==> config.mk <==
export PLATFORM = sky130hd
export DESIGN_NAME = muldiv_sequencer_flat
export DESIGN_NICKNAME = d
export VERILOG_FILES = /design/src/rtl/muldiv_sequencer_if.sv /design/src/rtl/muldiv_sequencer.sv /design/src/flat_wrapper.sv
export SDC_FILE = /design/constraint.sdc
export NUM_CORES = 2
export LEC_CHECK = 0
export BUFFER_PORTS_ARGS = -buffer_cell sky130_fd_sc_hd__buf_4
export CAP_MARGIN = 20
export CORE_MARGIN = 8
export CORE_UTILIZATION = 70
export DETAILED_ROUTE_END_ITERATION = 10
export MAX_ROUTING_LAYER = met4
export PLACE_DENSITY = 0.94
export SLEW_MARGIN = 20
export SYNTH_ARGS = -nofsm -noshare
export SYNTH_HDL_FRONTEND = slang
export SYNTH_SLANG_ARGS = --single-unit
==> constraint.sdc <==
create_clock -name clk -period 13 [get_ports clk]
set_input_delay 0 -clock clk [delete_from_list [all_inputs] [get_ports clk]]
set_output_delay 0 -clock clk [all_outputs]
set_load 0.02 [all_outputs]
==> src/rtl/muldiv_sequencer_if.sv <==
// Handshake and result bundle between the EX stage and the multi-cycle HI/LO engine.
interface muldiv_sequencer_if;
    logic        start;
    logic [1:0]  op;
    logic [31:0] src_a;
    logic [31:0] src_b;
    logic        flush;
    logic        busy;
    logic        done;
    logic [31:0] hi;
    logic [31:0] lo;

    modport master (output start, op, src_a, src_b, flush, input busy, done, hi, lo);
    modport slave  (input start, op, src_a, src_b, flush, output busy, done, hi, lo);
endinterface

==> src/rtl/muldiv_sequencer.sv <==
// Multi-cycle MULT/MULTU/DIV/DIVU engine: fixed-latency multiply, 32-step restoring divide.
// Optional MULDIV_EARLY_OUT_EN finishes trivial divides (zero divisor, |a| < |b|) one cycle after accept.
module muldiv_sequencer #(
    parameter int unsigned MUL_CYCLES = 3
) (
    input  logic              clk,
    input  logic              resetn,
    muldiv_sequencer_if.slave bus
);
    typedef enum logic [1:0] {S_IDLE, S_MUL, S_DIV, S_DONE} state_e;

    localparam logic [5:0] MUL_LAST = 6'(MUL_CYCLES);
    localparam logic [5:0] DIV_LAST = 6'd32;

    state_e      state_q, state_d;
    logic [5:0]  cnt_q, cnt_d;
    logic [31:0] a_mag_q, a_mag_d;
    logic [31:0] b_mag_q, b_mag_d;
    logic [31:0] a_raw_q, a_raw_d;
    logic        pneg_q, pneg_d;
    logic        rneg_q, rneg_d;
    logic [32:0] rem_q, rem_d;
    logic [31:0] quo_q, quo_d;
    logic [31:0] hi_q, hi_d;
    logic [31:0] lo_q, lo_d;

    logic        can_accept, accept;
    logic        sa, sb;
    logic [31:0] a_mag_in, b_mag_in;
    logic        early_out;
    logic [63:0] prod, prod_fix;
    logic [32:0] rem_sh, diff, rem_nx;
    logic        keep;
    logic [31:0] quo_nx, q_fix, r_fix;

    // Operand conditioning at accept: signed ops work on magnitudes.
    always_comb begin
        can_accept = (state_q == S_IDLE) || (state_q == S_DONE);
        accept     = can_accept && bus.start && !bus.flush;
        sa         = ~bus.op[0] & bus.src_a[31];
        sb         = ~bus.op[0] & bus.src_b[31];
        a_mag_in   = sa ? -bus.src_a : bus.src_a;
        b_mag_in   = sb ? -bus.src_b : bus.src_b;
    end

`ifdef MULDIV_EARLY_OUT_EN
    assign early_out = bus.op[1] && ((bus.src_b == 32'd0) || (a_mag_in < b_mag_in));
`else
    assign early_out = 1'b0;
`endif

    // One restoring step; rem_q[32] set means the shifted value already exceeds any divisor.
    always_comb begin
        prod     = {32'd0, a_mag_q} * {32'd0, b_mag_q};
        prod_fix = pneg_q ? -prod : prod;
        rem_sh   = {rem_q[31:0], quo_q[31]};
        keep     = rem_q[32] || (rem_sh >= {1'b0, b_mag_q});
        diff     = rem_sh - {1'b0, b_mag_q};
        rem_nx   = keep ? diff : rem_sh;
        quo_nx   = {quo_q[30:0], keep};
        q_fix    = pneg_q ? -quo_nx : quo_nx;
        r_fix    = rneg_q ? -rem_nx[31:0] : rem_nx[31:0];
    end

    always_ff @(posedge clk or negedge resetn) begin
        if (!resetn) state_q <= S_IDLE;
        else         state_q <= state_d;
    end

    always_comb begin
        state_d = state_q;
        if (bus.flush) begin
            state_d = S_IDLE;
        end else begin
            case (state_q)
                S_IDLE, S_DONE: begin
                    if (bus.start)            state_d = early_out ? S_DONE : (bus.op[1] ? S_DIV : S_MUL);
                    else if (state_q == S_DONE) state_d = S_IDLE;
                end
                S_MUL:   if (cnt_q == MUL_LAST) state_d = S_DONE;
                S_DIV:   if (cnt_q == DIV_LAST) state_d = S_DONE;
                default: state_d = S_IDLE;
            endcase
        end
    end

    always_comb begin
        bus.busy = (state_q == S_MUL) || (state_q == S_DIV);
        bus.done = (state_q == S_DONE);
        bus.hi   = hi_q;
        bus.lo   = lo_q;
    end

    always_comb begin
        cnt_d   = cnt_q;
        a_mag_d = a_mag_q;
        b_mag_d = b_mag_q;
        a_raw_d = a_raw_q;
        pneg_d  = pneg_q;
        rneg_d  = rneg_q;
        rem_d   = rem_q;
        quo_d   = quo_q;
        hi_d    = hi_q;
        lo_d    = lo_q;
        if (bus.flush) begin
            cnt_d = 6'd0;
        end else begin
            case (state_q)
                S_IDLE, S_DONE: begin
                    cnt_d = 6'd0;
                    if (accept) begin
                        a_mag_d = a_mag_in;
                        b_mag_d = b_mag_in;
                        a_raw_d = bus.src_a;
                        pneg_d  = sa ^ sb;
                        rneg_d  = sa;
                        rem_d   = 33'd0;
                        quo_d   = a_mag_in;
                        cnt_d   = 6'd1;
                        // Trivial divide: remainder is the dividend itself in both sub-cases.
                        if (early_out) begin
                            hi_d = bus.src_a;
                            lo_d = (bus.src_b == 32'd0) ? 32'hFFFF_FFFF : 32'd0;
                        end
                    end
                end
                S_MUL: begin
                    cnt_d = cnt_q + 6'd1;
                    if (cnt_q == MUL_LAST) {hi_d, lo_d} = prod_fix;
                end
                S_DIV: begin
                    cnt_d = cnt_q + 6'd1;
                    rem_d = rem_nx;
                    quo_d = quo_nx;
                    if (cnt_q == DIV_LAST) begin
                        if (b_mag_q == 32'd0) begin
                            hi_d = a_raw_q;
                            lo_d = 32'hFFFF_FFFF;
                        end else begin
                            hi_d = r_fix;
                            lo_d = q_fix;
                        end
                    end
                end
                default: cnt_d = 6'd0;
            endcase
        end
    end

    always_ff @(posedge clk or negedge resetn) begin
        if (!resetn) begin
            cnt_q   <= 6'd0;
            a_mag_q <= 32'd0;
            b_mag_q <= 32'd0;
            a_raw_q <= 32'd0;
            pneg_q  <= 1'b0;
            rneg_q  <= 1'b0;
            rem_q   <= 33'd0;
            quo_q   <= 32'd0;
            hi_q    <= 32'd0;
            lo_q    <= 32'd0;
        end else begin
            cnt_q   <= cnt_d;
            a_mag_q <= a_mag_d;
            b_mag_q <= b_mag_d;
            a_raw_q <= a_raw_d;
            pneg_q  <= pneg_d;
            rneg_q  <= rneg_d;
            rem_q   <= rem_d;
            quo_q   <= quo_d;
            hi_q    <= hi_d;
            lo_q    <= lo_d;
        end
    end
endmodule

==> src/flat_wrapper.sv <==
// flat-port wrapper written by rule: the top's interface ports become plain ports
module muldiv_sequencer_flat 
#(
    parameter int unsigned MUL_CYCLES = 3
)
  (clk, resetn, bus_start, bus_op, bus_src_a, bus_src_b, bus_flush, bus_busy, bus_done, bus_hi, bus_lo);
  muldiv_sequencer_if bus_i ();
  input  logic clk;
  input  logic resetn;
  input wire logic [$bits(bus_i.start)-1:0] bus_start;
  input wire logic [$bits(bus_i.op)-1:0] bus_op;
  input wire logic [$bits(bus_i.src_a)-1:0] bus_src_a;
  input wire logic [$bits(bus_i.src_b)-1:0] bus_src_b;
  input wire logic [$bits(bus_i.flush)-1:0] bus_flush;
  output wire logic [$bits(bus_i.busy)-1:0] bus_busy;
  output wire logic [$bits(bus_i.done)-1:0] bus_done;
  output wire logic [$bits(bus_i.hi)-1:0] bus_hi;
  output wire logic [$bits(bus_i.lo)-1:0] bus_lo;
  assign bus_i.start = bus_start;
  assign bus_i.op = bus_op;
  assign bus_i.src_a = bus_src_a;
  assign bus_i.src_b = bus_src_b;
  assign bus_i.flush = bus_flush;
  assign bus_busy = bus_i.busy;
  assign bus_done = bus_i.done;
  assign bus_hi = bus_i.hi;
  assign bus_lo = bus_i.lo;
  muldiv_sequencer #(.MUL_CYCLES(MUL_CYCLES)) u_core (.clk(clk), .resetn(resetn), .bus(bus_i));
endmodule
Yosys cells after proc, flatten, opt, wreduce, memory -nomap -nowiden
Index checks and enable logic that the tools add are counted.
Widths: inputs -> output; s select.
Storage, ports and cells
  memories: 0
  memory bits (read-only): 0
  word-level logic and storage cells: 80
  output and inout port bits: 66
  RAM bits: 0
  bits in latches: 0
  input port bits: 70
  register bits: 235
Cells by class
  muxes and demuxes: 28
  $mul: 1
  bitwise logic cells: 6
  add/sub/neg operators: 7
  reduce and logical (&&, ||, !) cells: 15
  div/mod/pow operators: 0
  equal/unequal tests: 11
  $lt $le $gt $ge: 1
  shifts and indexed selects: 0
Operators by type and width (count)
  $mux 32: 11
  $pmux 32 s2: 3
  $neg 32->32: 4
  $mux 33: 2
  $pmux 33 s2: 1
  $mul 32x32->64: 1
  $mux 64: 1
  $neg 64->64: 1
  $ge 33x32->1: 1
  $sub 33x32->33: 1
  $logic_not 32->1: 1
  $mux 2: 6
  $pmux 6 s2: 1
  $reduce_and 3->1: 3
  $add 6x1->6 const B: 1
  $eq 6x2->1 const B: 1
  $eq 6x6->1 const B: 1
  $mux 6: 1
  $ne 2x1->1 const B: 3
  $ne 3x2->1 const B: 2
  $pmux 2 s3: 1
  $eq 2x2->1 const B: 2
  $ne 4x4->1 const B: 1
  $reduce_and 4->1: 1
  11 further kinds: 18

Logic depth before layout (Yosys ltp)
  word-level depth: 8
  gate-level depth with buffers: 34
  mapped depth without buffers: 31

Least setup slack after synthesis
OpenSTA, ideal clock, no wires.
  path kind: register -> register
  start: register u_core.b_mag_q[8]
  end: register u_core.hi_q[31], in the netlist u_core.bus.hi[31]
  required time: 12876 ps
  stages on the path, launching flop included: 34
  setup time: 124 ps
  buffers on the path: 3
  period minus slack after synthesis: 8709 ps
  arrival time: 8586 ps
  setup slack: 4291 ps
  cell sequence: dfrtp_1 -> clkbuf_1 -> clkbuf_1 -> nand2_1 -> fa_1 -> inv_1 -> fa_1 -> fa_1 -> inv_1 -> fa_1 -> inv_1 -> fa_1 -> inv_1 -> fa_1 -> inv_1 -> fa_1 -> inv_1 -> fa_1 -> inv_1 -> ha_1 -> clkbuf_1 -> a21oi_1 -> o21ai_0 -> a21o_2 -> a2111o_1 -> a2111oi_4 -> nor3b_2 -> a2111o_1 -> or4_4 -> nor4_4 -> nand3_4 -> o211ai_2 -> o31ai_1 -> a211o_1
On the way
  cells in the longest elaborated chain, start to end: 8
  elaborated cells on any way between the ends: 14
  those cells by class: add/sub: 3; mul: 1; order compare: 1; mux: 7; reduce/logical: 2
RTL lines
  from (decl): line muldiv_sequencer.sv:18  | logic [31:0] b_mag_q, b_mag_d;
  from (signal assigned): line muldiv_sequencer.sv:165  | b_mag_q <= b_mag_d;
  parallel branches: the longest is 7 deep, another holds $mul 32x32->64
  $pmux 32 s2 (*): line muldiv_sequencer.sv:108  | case (state_q)
  to (signal assigned): line muldiv_sequencer.sv:171  | hi_q <= hi_d;
  to (decl): line muldiv_sequencer.sv:24  | logic [31:0] hi_q, hi_d;
Mark *: on every way between the ends. The select of a mux whose other input is x is not followed.
A chain may end at the register's enable or synchronous reset.

Final worst setup path
  start: register u_core.b_mag_q[7]
  end: register u_core.hi_q[21], in the netlist u_core.bus.hi[21]
The elaborated chain is that of the path after synthesis.

==> metrics.txt <==
initial antenna violation count 13; share of post-route cells with drive strength above 1 0.0570; final WL ~170000 um; CP max-delay cell dfrtp_1; Synth Area in Compound Gates 0.114; routed via count approximately 46000; # setup viols final 0; clock slew at reported path FFs ~70 ps; status finished clean; post-synthesis cell area 50800 um2; ys async rst share 1.00; critical path fanouts, max 35; GP Congestion just over 1; die width between 200 and 300 um; clock sinks 234; initial core utilization 0.708; CP Capture Point u_core.bus.hi[21]$_DFFE_PN0P_; Root Driver clkbuf_16; number of remaining DRC errors 0; r2r startpoint u_core.b_mag_q[7]$_DFFE_PN0P_; fillers 4521; GRT Resource Usage Total 0.437; Worst EP arrival 10750 ps; most used cell, CP fa_1; Hold Path Class in2async; largest net degree at the start of global routing 96; Setup Buffers After CTS 0; first-pass GRT wire length around 270000 um; GRT overflow 0; I/O pin cnt 136; CTS tree built; max-cap violations 0; DR vias/cell ~6.7; WL/cell 24.9 um; fin. max-slew vios 0; Worst EP required 13460 ps; Synth Area in Adders 0.428; fin nets 7231; number of buffers created by CTS 29; crit path launch u_core.b_mag_q[7]$_DFFE_PN0P_; Reg2Reg Setup Slack 2710 ps; largest family of logic cells by synthesized area adder cells; Worst Max-Slew Pin Slew 1210 ps; post-synthesis sequential area ratio 0.115; Final Hold Vio Count 0; fmax between 90 and 100 MHz; Worst-Skew Late Latency 620 ps; Die Area 81500 um2; cts repair resizes 0; Startpoint Class register; # rows 98; Area Overhead vs Synth 7.04%; R2R Path End u_core.bus.hi[21]$_DFFE_PN0P_; Syn Area/Cell 8.50 um2; #FFs+latches synth 234; R2R cell count 26; unrepaired setup endpoints after global routing no; Critical Path End Type register; hpwl dp approximately 130000 um; cell count after synthesis 5976; Post-synth EDFFs 0; CTS max path bufs 3; count of different cell masters after synthesis 93; Post-Synth XOR/XNOR Area 0.0396; setup TNS 0 ps; vias in the first global route 49600; Final min period 10290 ps; I/O Buffers 135; Worst Skew 25.0 ps; Post-Synth Simple-Gate Area 0.200; mux share of post-synthesis cell area 0.00574; Synth Flop Type dfrtp_1; critical path type reg2reg; Worst slew margin 0.193; final antenna-violating net count 0; Ys Warns 0; Worst path max stage delay approximately 1100 ps; H-tree depth 1; Iter 0 DRT Violations 6300; DRT Pass-1 Iters 9; Syn Nets 7248; chip height 285 um; area of the core 71700 um2; hold_buf cts 94; Final Cycle Share 0.792
## per-stage QoR
step / cells / setup WS (ps) / util / instance area, um2 / hold slack, ps
after CTS: 6931 / 2820 / 0.758 / 54300 / 41.5
after global placement: 6784 / 3120 / 0.729 / 52300 / 76.1
after global routing: 6944 / 2470 / 0.758 / 54400 / 99.4
after floorplan: 5976 / 4290 / - / 50800 / -296
final: 6945 / 2710 / 0.758 / 54400 / 17.4
after detailed placement: 6784 / 2850 / 0.729 / 52300 / 81.4
## logic make-up (layout without fill, tap and decap cells)
kind of cell    count (synthesis)  in the layout
simple gates                 2051           2051
buf+inv                      1318           1323
fa+ha+maj                    1202           1202
compound gates                912            912
flops                         234            234
xor+xnor                      230            230
mux                            29             29
other cells                     0             14
## synth_stat cells (14+ instances only)
library cell  number  area share
a211oi_1          21      0.0031
a21o_1            45      0.0066
a21oi_1          196       0.019
a31oi_1           26      0.0032
and2_1           594       0.073
and3_1            23      0.0028
buf_1             14      0.0010
clkbuf_1         339       0.025
dfrtp_1          234        0.12
fa_1             897        0.35
ha_1             305       0.075
inv_1            958       0.071
mux2i_1           28      0.0055
nand2_1          913       0.067
nand2b_1          18      0.0022
nand3_1           43      0.0042
nand4_1           40      0.0049
nor2_1           169       0.012
nor3_1            79      0.0078
nor4_1            42      0.0052
o211ai_1          31      0.0046
o21a_1            44      0.0065
o21ai_0          283       0.028
o22ai_1           58      0.0071
o31ai_1           39      0.0058
or2_2             18      0.0022
or3_1             44      0.0054
or4_1             15      0.0022
xnor2_1          156       0.027
xor2_1            74       0.013
## final cells by class
cell class                      count  area (um2)  area share
Multi-Input combinational cell   4424       40000       0.736
Sequential cell                   234        5860       0.108
Inverter                          960        3600      0.0663
Timing Repair Buffer              310        2570      0.0472
Tap cell                          950        1190      0.0219
Clock buffer                       35         798      0.0147
Clock inverter                     18         284     0.00522
Antenna cell                       14        35.0    0.000644
## cell usage in the layout (no fill, tap or decap), types with 167 or more instances in the layout
cell and n:
a21oi_1 195, and2_1 594, buf_4 215, dfrtp_1 227
fa_1 897, ha_1 304, inv_1 958, nand2_1 912
nor2_1 167, o21ai_0 282
## registers in the layout, summed over array words and instances, names as in the netlist
register        cells
u_core.rem_q       33
u_core.a_raw_q     32
u_core.b_mag_q     32
u_core.bus.hi      32
u_core.bus.lo      32
u_core.quo_q       32
u_core.a_mag_q     31
u_core.cnt_q        6
u_core.state_q      2
u_core.pneg_q       1
u_core.rneg_q       1
## worst max-delay path: cells and delay by family, from the launching register on
kind | cells | cell delay [ps]
xor gates and xnor gates | 2 | 670
and+or+nand+nor | 6 | 2020
AOI/OAI and AO/OA | 5 | 1610
buffers and inverters | 4 | 230
adders and majority gates | 9 | 4430
DFF | 1 | 1140
## how the worst min path moves through the flow
stage                                     endpoint  slack (ps)  cells past startpoint  startpoint
floorplan           u_core.a_mag_q[10]$_DFFE_PN0P_        -300                      0      resetn
global placement         u_core.cnt_q[5]$_DFF_PN0_          80                      1      resetn
detailed placement       u_core.cnt_q[5]$_DFF_PN0_          80                      1      resetn
CTS                      u_core.cnt_q[5]$_DFF_PN0_          40                      2      resetn
global route             u_core.cnt_q[5]$_DFF_PN0_         100                      2      resetn
finish               u_core.state_q[1]$_DFFE_PN0P_          20                      2      resetn
## layer usage
layer / share of wire / vias up / track usage
met5: 0 / - / -
met1: 0.33 / 21900 / 0.502
met4: 0.091 / 0 / 0.307
met2: 0.45 / 4073 / 0.666
li1: - / 18800 / -
met3: 0.13 / 1407 / 0.115
Power is not shown: default switching activity piles up to over one toggle a cycle in this logic, so the estimate is an artifact.
